===== src/rtl/dna_pkg.sv =====
// Shared definitions for the deletion-correcting quaternary code blocks.
// Holds the digit type, the locator FSM state encoding and the default
// code parameters (word length, checksum modulus and the two residues).
package dna_pkg;

  typedef logic [1:0] digit_t;

  typedef enum logic [1:0] {
    IDLE   = 2'd0,
    ACC    = 2'd1,
    SEARCH = 2'd2,
    DONE   = 2'd3
  } state_t;

  localparam int N_DEF  = 6;
  localparam int M_DEF  = 29;
  localparam int A0_DEF = 0;
  localparam int A1_DEF = 0;

endpackage


===== src/rtl/mod_add.sv =====
// Combinational modular adder: sum = (a + b) mod M.
// Both operands must already be below M, so one conditional subtraction
// of M is enough to bring the result back into range.
// Ports:
//   a, b : MW-bit operands, each < M
//   sum  : MW-bit result, < M
module mod_add #(
  parameter int M  = 29,
  parameter int MW = $clog2(M)
) (
  input  logic [MW-1:0] a,
  input  logic [MW-1:0] b,
  output logic [MW-1:0] sum
);

  logic [MW:0] raw_s;

  assign raw_s = {1'b0, a} + {1'b0, b};
  assign sum   = (raw_s >= (MW+1)'(M)) ? MW'(raw_s - (MW+1)'(M)) : raw_s[MW-1:0];

endmodule


===== src/rtl/del_locate.sv =====
// Single-deletion locator for a quaternary code word.
// A received word of N digits is the N+1-digit codeword with one digit
// removed. The block recovers the deleted value from the digit-sum residue
// and then scans insertion positions k = 0..N until the weighted checksum
// matches, reporting the smallest matching k (or fail if none matches).
// Ports:
//   clk, rst            : clock, synchronous active-low reset
//   in_valid / in_ready : input handshake (ready only in IDLE)
//   word_in             : N digits, digit 0 in the MSB pair
//   out_valid/out_ready : output handshake (valid only in DONE)
//   word_out            : registered copy of the accepted word
//   missing_index       : insertion position k of the deleted digit
//   missing_digit       : value of the deleted digit
//   fail                : no insertion position satisfies the checksum
module del_locate
  import dna_pkg::*;
#(
  parameter int N  = N_DEF,
  parameter int M  = M_DEF,
  parameter int A0 = A0_DEF,
  parameter int A1 = A1_DEF
) (
  input  logic           clk,
  input  logic           rst,
  input  logic           in_valid,
  output logic           in_ready,
  input  logic [2*N-1:0] word_in,
  output logic           out_valid,
  input  logic           out_ready,
  output logic [2*N-1:0] word_out,
  output logic [6:0]     missing_index,
  output logic [1:0]     missing_digit,
  output logic           fail
);

  localparam int MW = $clog2(M);
  localparam int TW = $clog2(3*N+1);
  localparam logic [MW-1:0] A1_M = MW'(A1 % M);

  state_t          state_r, state_s;
  logic [6:0]      idx_r, idx_s;
  logic [2*N-1:0]  word_r, word_s;
  logic [TW-1:0]   t_r, t_s;          // full-width digit sum T
  logic [MW-1:0]   tm_r, tm_s;        // T mod M, seeds the mod-M tail
  logic [MW-1:0]   w_r, w_s;          // weighted sum W mod M
  logic [MW-1:0]   wt_r, wt_s;        // current weight (j+1) mod M
  digit_t          d_r, d_s;
  logic [MW-1:0]   add_r, add_s;      // running (k+1)*d mod M
  logic [TW-1:0]   tail_r, tail_s;    // sum of y_j for j >= k
  logic [MW-1:0]   tailm_r, tailm_s;  // same tail reduced mod M
  logic [6:0]      mi_r, mi_s;
  digit_t          md_r, md_s;
  logic            fail_r, fail_s;

  logic [2*N-1:0]  sh_s;
  digit_t          y_s;
  logic [MW-1:0]   wt2_s, wt3_s, term_s, w_acc_s, wt_inc_s, tm_acc_s;
  logic [MW-1:0]   c1_s, cand_s, add_inc_s, neg_y_s, tailm_dec_s;

  // Digit idx of the stored word: shift it up to the MSB pair.
  assign sh_s    = word_r << {idx_r, 1'b0};
  assign y_s     = sh_s[2*N-1 -: 2];
  assign neg_y_s = (y_s == 2'd0) ? {MW{1'b0}} : (MW'(M) - MW'(y_s));

  // Weighted term (j+1)*y selected from 1x/2x/3x multiples of the weight.
  mod_add #(.M(M), .MW(MW)) u_wt2   (.a(wt_r),    .b(wt_r),        .sum(wt2_s));
  mod_add #(.M(M), .MW(MW)) u_wt3   (.a(wt2_s),   .b(wt_r),        .sum(wt3_s));
  mod_add #(.M(M), .MW(MW)) u_w     (.a(w_r),     .b(term_s),      .sum(w_acc_s));
  mod_add #(.M(M), .MW(MW)) u_wt    (.a(wt_r),    .b(MW'(1)),      .sum(wt_inc_s));
  mod_add #(.M(M), .MW(MW)) u_tm    (.a(tm_r),    .b(MW'(y_s)),    .sum(tm_acc_s));
  mod_add #(.M(M), .MW(MW)) u_c1    (.a(w_r),     .b(add_r),       .sum(c1_s));
  mod_add #(.M(M), .MW(MW)) u_cand  (.a(c1_s),    .b(tailm_r),     .sum(cand_s));
  mod_add #(.M(M), .MW(MW)) u_add   (.a(add_r),   .b(MW'(d_r)),    .sum(add_inc_s));
  mod_add #(.M(M), .MW(MW)) u_tailm (.a(tailm_r), .b(neg_y_s),     .sum(tailm_dec_s));

  // Select the weighted contribution of the current digit.
  always_comb begin
    term_s = {MW{1'b0}};
    case (y_s)
      2'd0:    term_s = {MW{1'b0}};
      2'd1:    term_s = wt_r;
      2'd2:    term_s = wt2_s;
      2'd3:    term_s = wt3_s;
      default: term_s = {MW{1'b0}};
    endcase
  end

  // Next-state and datapath update for the IDLE/ACC/SEARCH/DONE sequence.
  always_comb begin
    state_s = state_r;
    idx_s   = idx_r;
    word_s  = word_r;
    t_s     = t_r;
    tm_s    = tm_r;
    w_s     = w_r;
    wt_s    = wt_r;
    d_s     = d_r;
    add_s   = add_r;
    tail_s  = tail_r;
    tailm_s = tailm_r;
    mi_s    = mi_r;
    md_s    = md_r;
    fail_s  = fail_r;
    case (state_r)
      IDLE: begin
        if (in_valid) begin
          state_s = ACC;
          word_s  = word_in;
          idx_s   = 7'd0;
          t_s     = {TW{1'b0}};
          tm_s    = {MW{1'b0}};
          w_s     = {MW{1'b0}};
          wt_s    = MW'(1);
        end else begin
          state_s = IDLE;
        end
      end
      ACC: begin
        t_s  = t_r + TW'(y_s);
        tm_s = tm_acc_s;
        w_s  = w_acc_s;
        wt_s = wt_inc_s;
        if (idx_r == 7'(N-1)) begin
          // Digit-sum residue alone fixes the deleted value.
          state_s = SEARCH;
          idx_s   = 7'd0;
          d_s     = 2'(A0) - t_s[1:0];
          add_s   = MW'(d_s);
          tail_s  = t_s;
          tailm_s = tm_s;
        end else begin
          idx_s = idx_r + 7'd1;
        end
      end
      SEARCH: begin
        if (cand_s == A1_M) begin
          state_s = DONE;
          mi_s    = idx_r;
          md_s    = d_r;
          fail_s  = 1'b0;
        end else if (idx_r < 7'(N)) begin
          // Moving the insertion point past y_k removes it from the tail.
          tail_s  = tail_r - TW'(y_s);
          tailm_s = tailm_dec_s;
          add_s   = add_inc_s;
          idx_s   = idx_r + 7'd1;
        end else begin
          state_s = DONE;
          mi_s    = 7'd0;
          md_s    = d_r;
          fail_s  = 1'b1;
        end
      end
      DONE: begin
        if (out_ready) begin
          state_s = IDLE;
        end else begin
          state_s = DONE;
        end
      end
      default: begin
        state_s = IDLE;
      end
    endcase
  end

  // State and datapath registers with synchronous active-low reset.
  always_ff @(posedge clk) begin
    if (!rst) begin
      state_r <= IDLE;
      idx_r   <= 7'd0;
      word_r  <= {(2*N){1'b0}};
      t_r     <= {TW{1'b0}};
      tm_r    <= {MW{1'b0}};
      w_r     <= {MW{1'b0}};
      wt_r    <= {MW{1'b0}};
      d_r     <= 2'd0;
      add_r   <= {MW{1'b0}};
      tail_r  <= {TW{1'b0}};
      tailm_r <= {MW{1'b0}};
      mi_r    <= 7'd0;
      md_r    <= 2'd0;
      fail_r  <= 1'b0;
    end else begin
      state_r <= state_s;
      idx_r   <= idx_s;
      word_r  <= word_s;
      t_r     <= t_s;
      tm_r    <= tm_s;
      w_r     <= w_s;
      wt_r    <= wt_s;
      d_r     <= d_s;
      add_r   <= add_s;
      tail_r  <= tail_s;
      tailm_r <= tailm_s;
      mi_r    <= mi_s;
      md_r    <= md_s;
      fail_r  <= fail_s;
    end
  end

  assign in_ready      = (state_r == IDLE);
  assign out_valid     = (state_r == DONE);
  assign word_out      = word_r;
  assign missing_index = mi_r;
  assign missing_digit = md_r;
  assign fail          = fail_r;

endmodule


===== config.mk =====
export PLATFORM = sky130hd
export DESIGN_NAME = del_locate
export DESIGN_NICKNAME = d
export VERILOG_FILES = /design/src/rtl/dna_pkg.sv /design/src/rtl/mod_add.sv /design/src/rtl/del_locate.sv
export SDC_FILE = /design/constraint.sdc
export NUM_CORES = 1
export LEC_CHECK = 0
export CORE_UTILIZATION = 65
export DETAILED_ROUTE_END_ITERATION = 8
export HOLD_SLACK_MARGIN = 0.05
export MAX_ROUTING_LAYER = met4
export PLACE_DENSITY = 0.89
export SETUP_SLACK_MARGIN = 0.2
export SYNTH_ARGS = -nofsm -noshare
export SYNTH_HDL_FRONTEND = slang
export SYNTH_SLANG_ARGS = --single-unit
export TNS_END_PERCENT = 1

===== constraint.sdc =====
create_clock -name clk -period 9.1 [get_ports clk]
set_input_delay 1.365 -clock clk [delete_from_list [all_inputs] [get_ports clk]]
set_output_delay 1.365 -clock clk [all_outputs]
set_load 0.02 [all_outputs]

Word level (Yosys, flattened, before mapping)
Cells that the tools add are included.
- input port bits: 16
- word-level logic and storage cells: 114
- register bits after elaboration: 63
- output and inout port bits: 24
- $lt $le $gt $ge: 10
- shift operators: 1
- reduce and logical (&&, ||, !) cells: 13
- $add $sub $neg: 22
- eq/ne operators: 13
- muxes and demuxes: 42
- operators with widths (operator ; number):
    $mux W5 ; 18
    $pmux W5 S2 ; 6
    $ge A6 B5 Y1 const B ; 9
    $sub A5 B5 Y5 const B ; 9
    $mux W7 ; 6
    $add A5 B5 Y6 ; 6
    $pmux W7 S3 ; 1
    $pmux W5 S4 ; 1
    $add A5 B2 Y6 ; 2
    $mux W2 ; 6
    $shl A12 B8 Y12 ; 1
    $ne A2 B2 Y1 const B ; 5
    $reduce_and A2 Y1 ; 5
    $eq A2 B2 Y1 const B ; 4
    $pmux W2 S4 ; 1
    $reduce_and A4 Y1 ; 2
    $add A7 B1 Y7 const B ; 1
    $eq A7 B3 Y1 const B ; 1
    $lt A7 B3 Y1 const B ; 1
    $add A5 B1 Y6 const B ; 1
    $add A5 B2 Y5 ; 1
    $logic_not A5 Y1 ; 1
    $eq A2 B1 Y1 const B ; 2
    $logic_not A2 Y1 ; 2
    6 further kinds ; 9

Depth between registers and ports, before layout
Gate-level depths: netlist of the first run.
- depth after elaboration: 11
- depth in mapped cells: 23
- mapped depth without buffers: 21

Hierarchy
From an unflattened synthesis of the first run, not the netlist that was laid out.
- cell total of the unflattened synthesis: 738
- area total of the unflattened synthesis: 6259.8 µm²
- modules (own cells, without submodules) (module ; times used ; seq. area each (µm²) ; area an instance (µm²) ; cells an instance):
    del_locate ; 1 ; 1201.2 ; 3062.9 ; 330
    mod_add at u_add ... ; 7 ; 0.0 ; 357.8 ; 46
    mod_add at u_wt ; 1 ; 0.0 ; 352.8 ; 46
    mod_add at u_wt3 ; 1 ; 0.0 ; 339.1 ; 40

Worst setup path before layout of the first run
Ideal clock, no wire load.
- kind: flip-flop to flip-flop
- from: register wt_r[2]
- to: register w_r[2]
- clock period less this slack: 5.235 ns
- arrival: 5.108 ns
- path slack: 3.865 ns
- path buffers: 2
- stages on the path, launching flop included: 23
- library setup time: 0.128 ns
- data required time: 8.972 ns
- cells stage by stage: dfxtp_1 -> clkbuf_1 -> nand3_1 -> nor2_1 -> or2_2 -> ha_1 -> fa_1 -> a21o_1 -> a21oi_1 -> xnor2_1 -> a311o_1 -> mux2_2 -> nand2_1 -> a21oi_1 -> fa_1 -> a21o_1 -> a21oi_1 -> xor2_1 -> or4_1 -> clkbuf_1 -> a211o_1 -> a32oi_1 -> nor2_1
- cells in the longest elaborated chain, start to end: 11
- elaborated cells on any way between the ends: 14
- those cells by class: add/sub (6); order compare (3); mux (5)
- ends and longest elaborated chain (what ; line ; text):
    from (decl) ; del_locate.sv:46 ; logic [MW-1:0] wt_r, wt_s;
    from (signal assigned) ; del_locate.sv:176 ; wt_r <= {MW{1'b0}};
    from (signal assigned) ; del_locate.sv:191 ; wt_r <= wt_s;
    $add A5 B5 Y6 ; mod_add.sv:18 ; assign raw_s = {1'b0, a} + {1'b0, b};
    $sub A5 B5 Y5 or $ge A6 B5 Y1 (tied branches) ; mod_add.sv:19 ; assign sum = (raw_s >= (MW+1)'(M)) ? MW'(raw_s - (MW+1)'(M)) : raw_s[MW-1:0];
    $mux W5 ; mod_add.sv:19 ;
    $add A5 B5 Y6 ; mod_add.sv:18 ;
    $sub A5 B5 Y5 or $ge A6 B5 Y1 (tied branches) ; mod_add.sv:19 ;
    $mux W5 ; mod_add.sv:19 ;
    $pmux W5 S4 (*) ; del_locate.sv:79 ; case (y_s)
    $add A5 B5 Y6 (*) ; mod_add.sv:18 ;
    $sub A5 B5 Y5 or $ge A6 B5 Y1 (tied branches) ; mod_add.sv:19 ;
    $mux W5 (*) ; mod_add.sv:19 ;
    $pmux W5 S2 (*) ; del_locate.sv:104 ; case (state_r)
    to (signal assigned) ; del_locate.sv:175 ; w_r <= {MW{1'b0}};
    to (signal assigned) ; del_locate.sv:190 ; w_r <= w_s;
    to (decl) ; del_locate.sv:45 ; logic [MW-1:0] w_r, w_s;
Every way passes the cells marked *; elsewhere a longest branch is shown, timed or not.
A chain may end at the register's enable or synchronous reset.

Final worst setup path of the first run
- from: register wt_r[2]
- to: register w_r[3]
Same word-level chain as after synthesis.

==> results.ini, run 1 <==
[floorplanning]
design.die.area_mm2 = 0.00830
rows = 32
dieHeight_um = 91.1
floorplan.io_pins = 40
initial_core_util_pct = 67.1
core-area_mm2 = 0.00769
floorplan.die.width_um = 91.1

[synth]
syn-mean-instance-area_um2 = 7.84
post_synth_fa_ha_maj_area_fraction_pct = 15.8
synth_compound_gate_area_share_pct = 24.1
synth_seq_area_share_pct = 23.3
synth-simple-area-share_pct = 21.2
ys_ff_latch = 60
postSynthNetCount = 734
mappedNetlistArea_mm2 = 0.00516
main_combinational_cell_family_by_area_after_synthesis = compound AO/OA/AOI/OAI gates
async_reset_ff_share_pct = 0
post_synth_num_cell_types = 69
synth-edff-count = 0
synthXorXnorAreaFrac_pct = 5.60
postSynth.topFlopCell = sky130_fd_sc_hd__dfxtp_1
netlist_instances = 658
synth.mux.area_fraction_pct = 4.70
synth_warnings = 0

[layout]
final.fill_count = 564
antennaDiodeCount = 0
area_growth_pct = 12.6
mostFrequentLayoutCell = sky130_fd_sc_hd__nand2_1
post-route-util_pct = 75.6
final_layout_size_suffix_gt1_share_pct = 5.83
layout_common_cells = sky130_fd_sc_hd__nand2_1, sky130_fd_sc_hd__a21oi_1, sky130_fd_sc_hd__nor2_1, sky130_fd_sc_hd__dfxtp_1, sky130_fd_sc_hd__ha_1
finish.net_count = 757
fin_cells = 788

[sta]
period_minus_slack_ns = 5.82
report.final.setup_viol = 0
rsz_0062_raised_after_global_routing = false
timing.slew.headroom_pct = 26.0
totalNegativeSetupSlack_ns = 0
timing.final.hold_violations = 0
max_freq_ghz = 0.172
worst_pin_slew_ns = 1.10
timing.clock.skew_ns = 0.00822
slew_viol_final = 0
post-route-period-util_pct = 64.0
hold-worst-slack_ns = 0.469

[power_and_ir_drop]
largest_voltage_drop_on_the_vdd_net_v = 0.000144
power_density_mw_per_mm2 = 194
total_leakage_power_nw = 2.36

[clock_network]
cts_tree = yes
ctsHoldBuffers = 0
post_cts_resized = 0
postCtsSetupBuffers = 0
cts-htree-levels = 3
tritoncts.num_buffers = 9
cts_root_buf = sky130_fd_sc_hd__clkbuf_8
worst_skew_pair.late_latency_ns = 0.35
cts.clk_slew.worst_paths_ns = 0.08
cts_max_path_buffers = 2
clock-sinks = 60

[route]
route.detailed.vias_per_inst = 6.20
initial_drc_count = 379
drt_pre_antenna_iters = 5
drtAntennaViolNets = 0
route.final.wire_length_um = 13100
wire_per_inst_um = 16.6
vias = 4889
remaining_drcs = 0

[min_path]
worstHoldPathCells = 2
min-delay-path-class = flip-flop to flip-flop

[setup_path]
crit_required_ns = 9.37
setup.worst_path.class = flip-flop to flip-flop
cp-end-kind = flip-flop
arrival_time_of_the_worst_setup_path_ns = 6.09
r2r.worst_path.cells = 20
crit_fanout = 13
cp-start-kind = flip-flop

[run]
max_cap_violations = 0

[global_route]
globalRoute.totalOverflow = 0
grt_pass1_wl_um = 22200
via_count_of_the_first_global_routing_pass = 4927
grt_max_degree = 33
grt_antenna_before_repair = 0
track_usage_pct = 33.9

[placed_design]
gp_congestion = 0.880
detailedPlacementHpwl_um = 9580
place.detailed.instances = 772
numPortBuffers = 39

[outcome]
status = finished clean

## registers in the layout (all words and copies together), names as in the netlist
register       count
missing_digit      2
t_r                2
missing_index      7
wt_r               5
add_r              5
tailm_r            5
fail               1
d_r                2
tm_r               5
idx_r              7
state_r            2
w_r                5
word_out          12
## critical path, stage by stage (launching register included)
cell                       delay, ns
sky130_fd_sc_hd__dfxtp_1        0.60
sky130_fd_sc_hd__nand3_1        0.25
sky130_fd_sc_hd__nor2_1         0.23
sky130_fd_sc_hd__or2_2          0.18
sky130_fd_sc_hd__ha_1           0.30
sky130_fd_sc_hd__fa_1           0.46
sky130_fd_sc_hd__a21o_1         0.17
sky130_fd_sc_hd__a21oi_1        0.25
sky130_fd_sc_hd__xnor2_1        0.16
sky130_fd_sc_hd__a311o_1        0.31
sky130_fd_sc_hd__mux2_2         0.36
sky130_fd_sc_hd__nand2_1        0.07
sky130_fd_sc_hd__a21oi_1        0.10
sky130_fd_sc_hd__fa_1           0.46
sky130_fd_sc_hd__a21o_1         0.20
sky130_fd_sc_hd__a21oi_1        0.19
sky130_fd_sc_hd__xor2_1         0.12
sky130_fd_sc_hd__or4_1          0.61
sky130_fd_sc_hd__a221oi_1       0.40
sky130_fd_sc_hd__nand3_1        0.12
sky130_fd_sc_hd__a31oi_1        0.21
## layer usage
| layer | share of wire (%) | track usage, % | vias to the layer above |
|---|---|---|---|
| met3 | 5.0 | 5.61 | 33 |
| met5 | 0 | - | - |
| met2 | 49 | 57.8 | 138 |
| met1 | 43 | 39.6 | 2317 |
| li1 | - | - | 2401 |
| met4 | 2.3 | 14.0 | 0 |
## stage by stage
| stage | total power (W) | cell area (um^2) | setup slack (ns) |
|---|---|---|---|
| 6_report | 0.00113 | 5810 | 3.28 |
| 5_1_grt | 0.00120 | 5810 | 2.93 |
| 4_1_cts | 0.00112 | 5810 | 3.35 |
| 3_5_place_dp | 0.000857 | 5600 | 3.38 |
| 3_3_place_gp | 0.000831 | 5600 | 3.72 |
| 2_1_floorplan | 0.000708 | 5160 | 3.86 |
## power breakdown
part | total (W) | switching [W] | internal (W)
Clock | 0.000259 | 0.000123 | 0.000136
Sequential | 0.000319 | 0.0000325 | 0.000286
Combinational | 0.000548 | 0.000342 | 0.000206
Total | 0.00113 | 0.000497 | 0.000628
## logic make-up (layout without fill, tap and decap cells)
kind of cell	after synthesis	in the layout
adders and majority gates	61	61
DFF	60	60
buffers and inverters	72	100
xor gates and xnor gates	33	33
AOI/OAI and AO/OA	189	189
and+or+nand+nor	222	222
muxes	21	21
## worst paths after layout
kind              slack (ns)                             to                           from
setup / recovery        3.28            w_r[3]$_SDFFE_PN0P_           wt_r[2]$_SDFFE_PN0P_
hold / removal          0.47  missing_digit[0]$_SDFFE_PN0P_  missing_digit[0]$_SDFFE_PN0P_
setup reg to reg        3.28            w_r[3]$_SDFFE_PN0P_           wt_r[2]$_SDFFE_PN0P_
hold reg to reg         0.47  missing_digit[0]$_SDFFE_PN0P_  missing_digit[0]$_SDFFE_PN0P_
## cell usage after synthesis (all sizes together) (5+ instances only)
| cell type | instances | area [um^2] |
|---|---|---|
| fa | 7 | 140 |
| and2 | 9 | 56.3 |
| a21oi | 64 | 332 |
| nand3b | 5 | 37.5 |
| nand2 | 64 | 240 |
| mux2 | 6 | 67.6 |
| a21o | 12 | 90.1 |
| o31ai | 5 | 37.5 |
| nand4 | 5 | 31.3 |
| a31oi | 7 | 43.8 |
| nor2b | 15 | 93.8 |
| o311ai | 5 | 43.8 |
| mux2i | 13 | 130 |
| xnor2 | 26 | 228 |
| a22oi | 10 | 75.1 |
| nand3 | 17 | 85.1 |
| dfxtp | 60 | 1200 |
| nor3b | 5 | 37.5 |
| o21ai | 33 | 165 |
| and3 | 6 | 37.5 |
| ha | 53 | 663 |
| xor2 | 7 | 61.3 |
| nor2 | 61 | 231 |
| o211ai | 6 | 45.0 |
| inv | 40 | 150 |
| clkbuf | 28 | 105 |
| nand2b | 5 | 31.3 |
| o21a | 6 | 45.0 |
| a211o | 5 | 43.8 |
| nor3 | 8 | 40.0 |
## cell type report
| cell class | instances | area, um^2 | area share, % |
|---|---|---|---|
| flip-flops and latches | 60 | 1200 | 20.7 |
| repair buffers | 44 | 428 | 7.36 |
| well taps | 102 | 128 | 2.20 |
| clock buffers | 10 | 138 | 2.37 |
| multi-input cells | 526 | 3700 | 63.6 |
| clock inverters | 6 | 71.3 | 1.23 |
| inverters | 40 | 150 | 2.58 |
Power figures use the tool's default switching activity.
==> run 2: changes to the inputs <==
CORE_UTILIZATION = 60   (was 65)
PLACE_DENSITY = 0.83   (was 0.89)
clock period = 5.7 ns   (was 9.1 ns; I/O delays follow)
==> run 2 against run 1 <==
Effect of this change: clock skew grew 0.0019 ns; final area rose by 0.69%; count of clock-buffer cells in the layout down 1; fmax rose by 8.1%; sequential power grew 60%; critical path depth unchanged; utilization down 4.7 points; combinational power up 60%; via count increased by 0.92%; die area is 8.2% higher; global-route usage decreased by 3.0 points.
==> results.ini, run 2 (same netlist as run 1, synthesis figures left out) <==
[outcome]
status = finished clean  ; unchanged

[sta]
totalNegativeSetupSlack_ns = 0  ; unchanged
max_freq_ghz = 0.186  ; was 0.172 GHz
report.final.setup_viol = 0  ; unchanged
post-route-worst-setup-slack_ns = 0.314  ; was 3.28 ns
worst_pin_slew_ns = 1.04  ; was 1.10 ns
timing.slew.headroom_pct = 30.3  ; was 26.0%
hold-worst-slack_ns = 0.468  ; was 0.469 ns
period_minus_slack_ns = 5.39  ; was 5.82 ns
post-route-period-util_pct = 94.5  ; was 64.0%
timing.clock.skew_ns = 0.0101  ; was 0.00822 ns
slew_viol_final = 0  ; unchanged
rsz_0062_raised_after_global_routing = true  ; was false
timing.final.hold_violations = 0  ; unchanged

[clock_network]
ctsHoldBuffers = 0  ; unchanged
cts-htree-levels = 3  ; unchanged
cts_tree = yes  ; unchanged
tritoncts.num_buffers = 9  ; unchanged
cts_root_buf = sky130_fd_sc_hd__clkbuf_8  ; unchanged
cts.clk_slew.worst_paths_ns = 0.08  ; about the same
worst_skew_pair.late_latency_ns = 0.36  ; was 0.35 ns
clock-sinks = 60  ; unchanged
cts_max_path_buffers = 2  ; unchanged

[setup_path]
crit_required_ns = 5.92  ; was 9.37 ns
setup.worst_path.class = flip-flop to flip-flop  ; unchanged
cp-start-kind = flip-flop  ; unchanged
cp-end-kind = flip-flop  ; unchanged
arrival_time_of_the_worst_setup_path_ns = 5.61  ; was 6.09 ns
crit_fanout = 9  ; was 13

[power_and_ir_drop]
total_leakage_power_nw = 2.38  ; was 2.36 nW
largest_voltage_drop_on_the_vdd_net_v = 0.000192  ; was 0.000144 V
power_density_mw_per_mm2 = 308  ; was 194 mW/mm^2

[layout]
antennaDiodeCount = 0  ; unchanged
layout_common_cells = sky130_fd_sc_hd__nand2_1, sky130_fd_sc_hd__a21oi_1, sky130_fd_sc_hd__nor2_1  ; was sky130_fd_sc_hd__nand2_1, sky130_fd_sc_hd__a21oi_1, sky130_fd_sc_hd__nor2_1, sky130_fd_sc_hd__dfxtp_1, sky130_fd_sc_hd__ha_1
mostFrequentLayoutCell = sky130_fd_sc_hd__nand2_1  ; unchanged
area_growth_pct = 13.4  ; was 12.6%
finish.net_count = 758  ; was 757
final_layout_size_suffix_gt1_share_pct = 7.13  ; was 5.83%
largest_register_ff_count = 12  ; unchanged

[placed_design]
gp_congestion = 0.924  ; was 0.880
numPortBuffers = 39  ; unchanged
detailedPlacementHpwl_um = 9410  ; was 9580 um
place_ws_ns = 0.140  ; was 3.38 ns

[route]
remaining_drcs = 0  ; unchanged
route.final.wire_length_um = 12900  ; was 13100 um
initial_drc_count = 239  ; was 379
wire_per_inst_um = 16.3  ; was 16.6 um
drtAntennaViolNets = 0  ; unchanged
drt_pre_antenna_iters = 5  ; unchanged
vias = 4934  ; was 4889
route.detailed.vias_per_inst = 6.23  ; was 6.20

[floorplanning]
rows = 33  ; was 32
floorplan.io_pins = 40  ; unchanged
floorplan.die.width_um = 94.7  ; was 91.1 um
initial_core_util_pct = 62.5  ; was 67.1%
dieHeight_um = 94.7  ; was 91.1 um
design.die.area_mm2 = 0.00897  ; was 0.00830 mm^2
core-area_mm2 = 0.00826  ; was 0.00769 mm^2

[global_route]
globalRoute.totalOverflow = 0  ; unchanged
track_usage_pct = 30.9  ; was 33.9%
via_count_of_the_first_global_routing_pass = 4683  ; was 4927
grt_pass1_wl_um = 21200  ; was 22200 um
grt_antenna_before_repair = 0  ; unchanged
grt_max_degree = 33  ; unchanged

[run]
max_cap_violations = 0  ; unchanged

[min_path]
min-delay-path-class = flip-flop to flip-flop  ; unchanged

-- run 2: power breakdown --
group | internal (W) | total (W) | switching (W)
clock network | 0.000208 | 0.000417 | 0.000209
registers | 0.000458 | 0.000510 | 0.0000513
logic | 0.000330 | 0.000875 | 0.000545
-- run 2: cell type report --
cell class	instances	area, um^2
multi-input combinational	526	3720
fill	680	2410
sequential	60	1200
timing repair buffer	45	435
inverter	40	150
tap	105	131
clock buffer	9	124
clock inverter	7	82.6
-- run 2: critical path: stages, from the launching register on --
cell	delay, ns
sky130_fd_sc_hd__dfxtp_2	0.38
sky130_fd_sc_hd__nand3_1	0.19
sky130_fd_sc_hd__nor2_1	0.09
sky130_fd_sc_hd__or2_2	0.32
sky130_fd_sc_hd__ha_1	0.38
sky130_fd_sc_hd__fa_1	0.46
sky130_fd_sc_hd__xnor2_1	0.33
sky130_fd_sc_hd__nor3_1	0.13
sky130_fd_sc_hd__a311o_1	0.45
sky130_fd_sc_hd__xnor2_1	0.16
sky130_fd_sc_hd__nand2_1	0.07
sky130_fd_sc_hd__a21oi_1	0.06
sky130_fd_sc_hd__ha_1	0.23
sky130_fd_sc_hd__fa_1	0.41
sky130_fd_sc_hd__a21o_1	0.19
sky130_fd_sc_hd__a21oi_1	0.17
sky130_fd_sc_hd__xor2_1	0.13
sky130_fd_sc_hd__or4_4	0.54
sky130_fd_sc_hd__a211o_1	0.31
sky130_fd_sc_hd__a32oi_1	0.19
sky130_fd_sc_hd__nor2_1	0.05
-- run 2: final timing paths --
kind | startpoint | to | slack [ns] | cells past startpoint
min | missing_digit[1]$_SDFFE_PN0P_ | missing_digit[1]$_SDFFE_PN0P_ | 0.47 | 2
min reg2reg | missing_digit[1]$_SDFFE_PN0P_ | missing_digit[1]$_SDFFE_PN0P_ | 0.47 | 2
max reg2reg | wt_r[1]$_SDFFE_PN0P_ | w_r[2]$_SDFFE_PN0P_ | 0.31 | 20
max | wt_r[1]$_SDFFE_PN0P_ | w_r[2]$_SDFFE_PN0P_ | 0.31 | 20
-- run 2: metal layers --
layer / global-route usage, % / routed length [um] / up-vias
li1: - / - / 2398
met1: 35.9 / 5450 / 2335
met2: 52.4 / 6400 / 161
met3: 4.67 / 674 / 40
met4: 14.1 / 386 / 0
met5: - / 0 / -
-- run 2: timing repair --
action                                  CTS  global route
pin swaps                                 0             1
endpoints found under the hold margin     0             0
resized for setup                         2             7
endpoints found under the setup margin    2            14
setup buffers                             0             0
cloned                                    0             0
-- run 2: stage by stage --
| stage | power, W | utilization (%) | std cells | cell area (um^2) |
|---|---|---|---|---|
| global route | 0.00191 | 70.9 | 792 | 5850 |
| floorplan | 0.00113 | - | 658 | 5160 |
| detailed placement | 0.00136 | 68.0 | 776 | 5610 |
| CTS | 0.00178 | 70.6 | 792 | 5830 |
| global placement | 0.00133 | 68.0 | 776 | 5610 |
| finish | 0.00180 | 70.9 | 792 | 5850 |
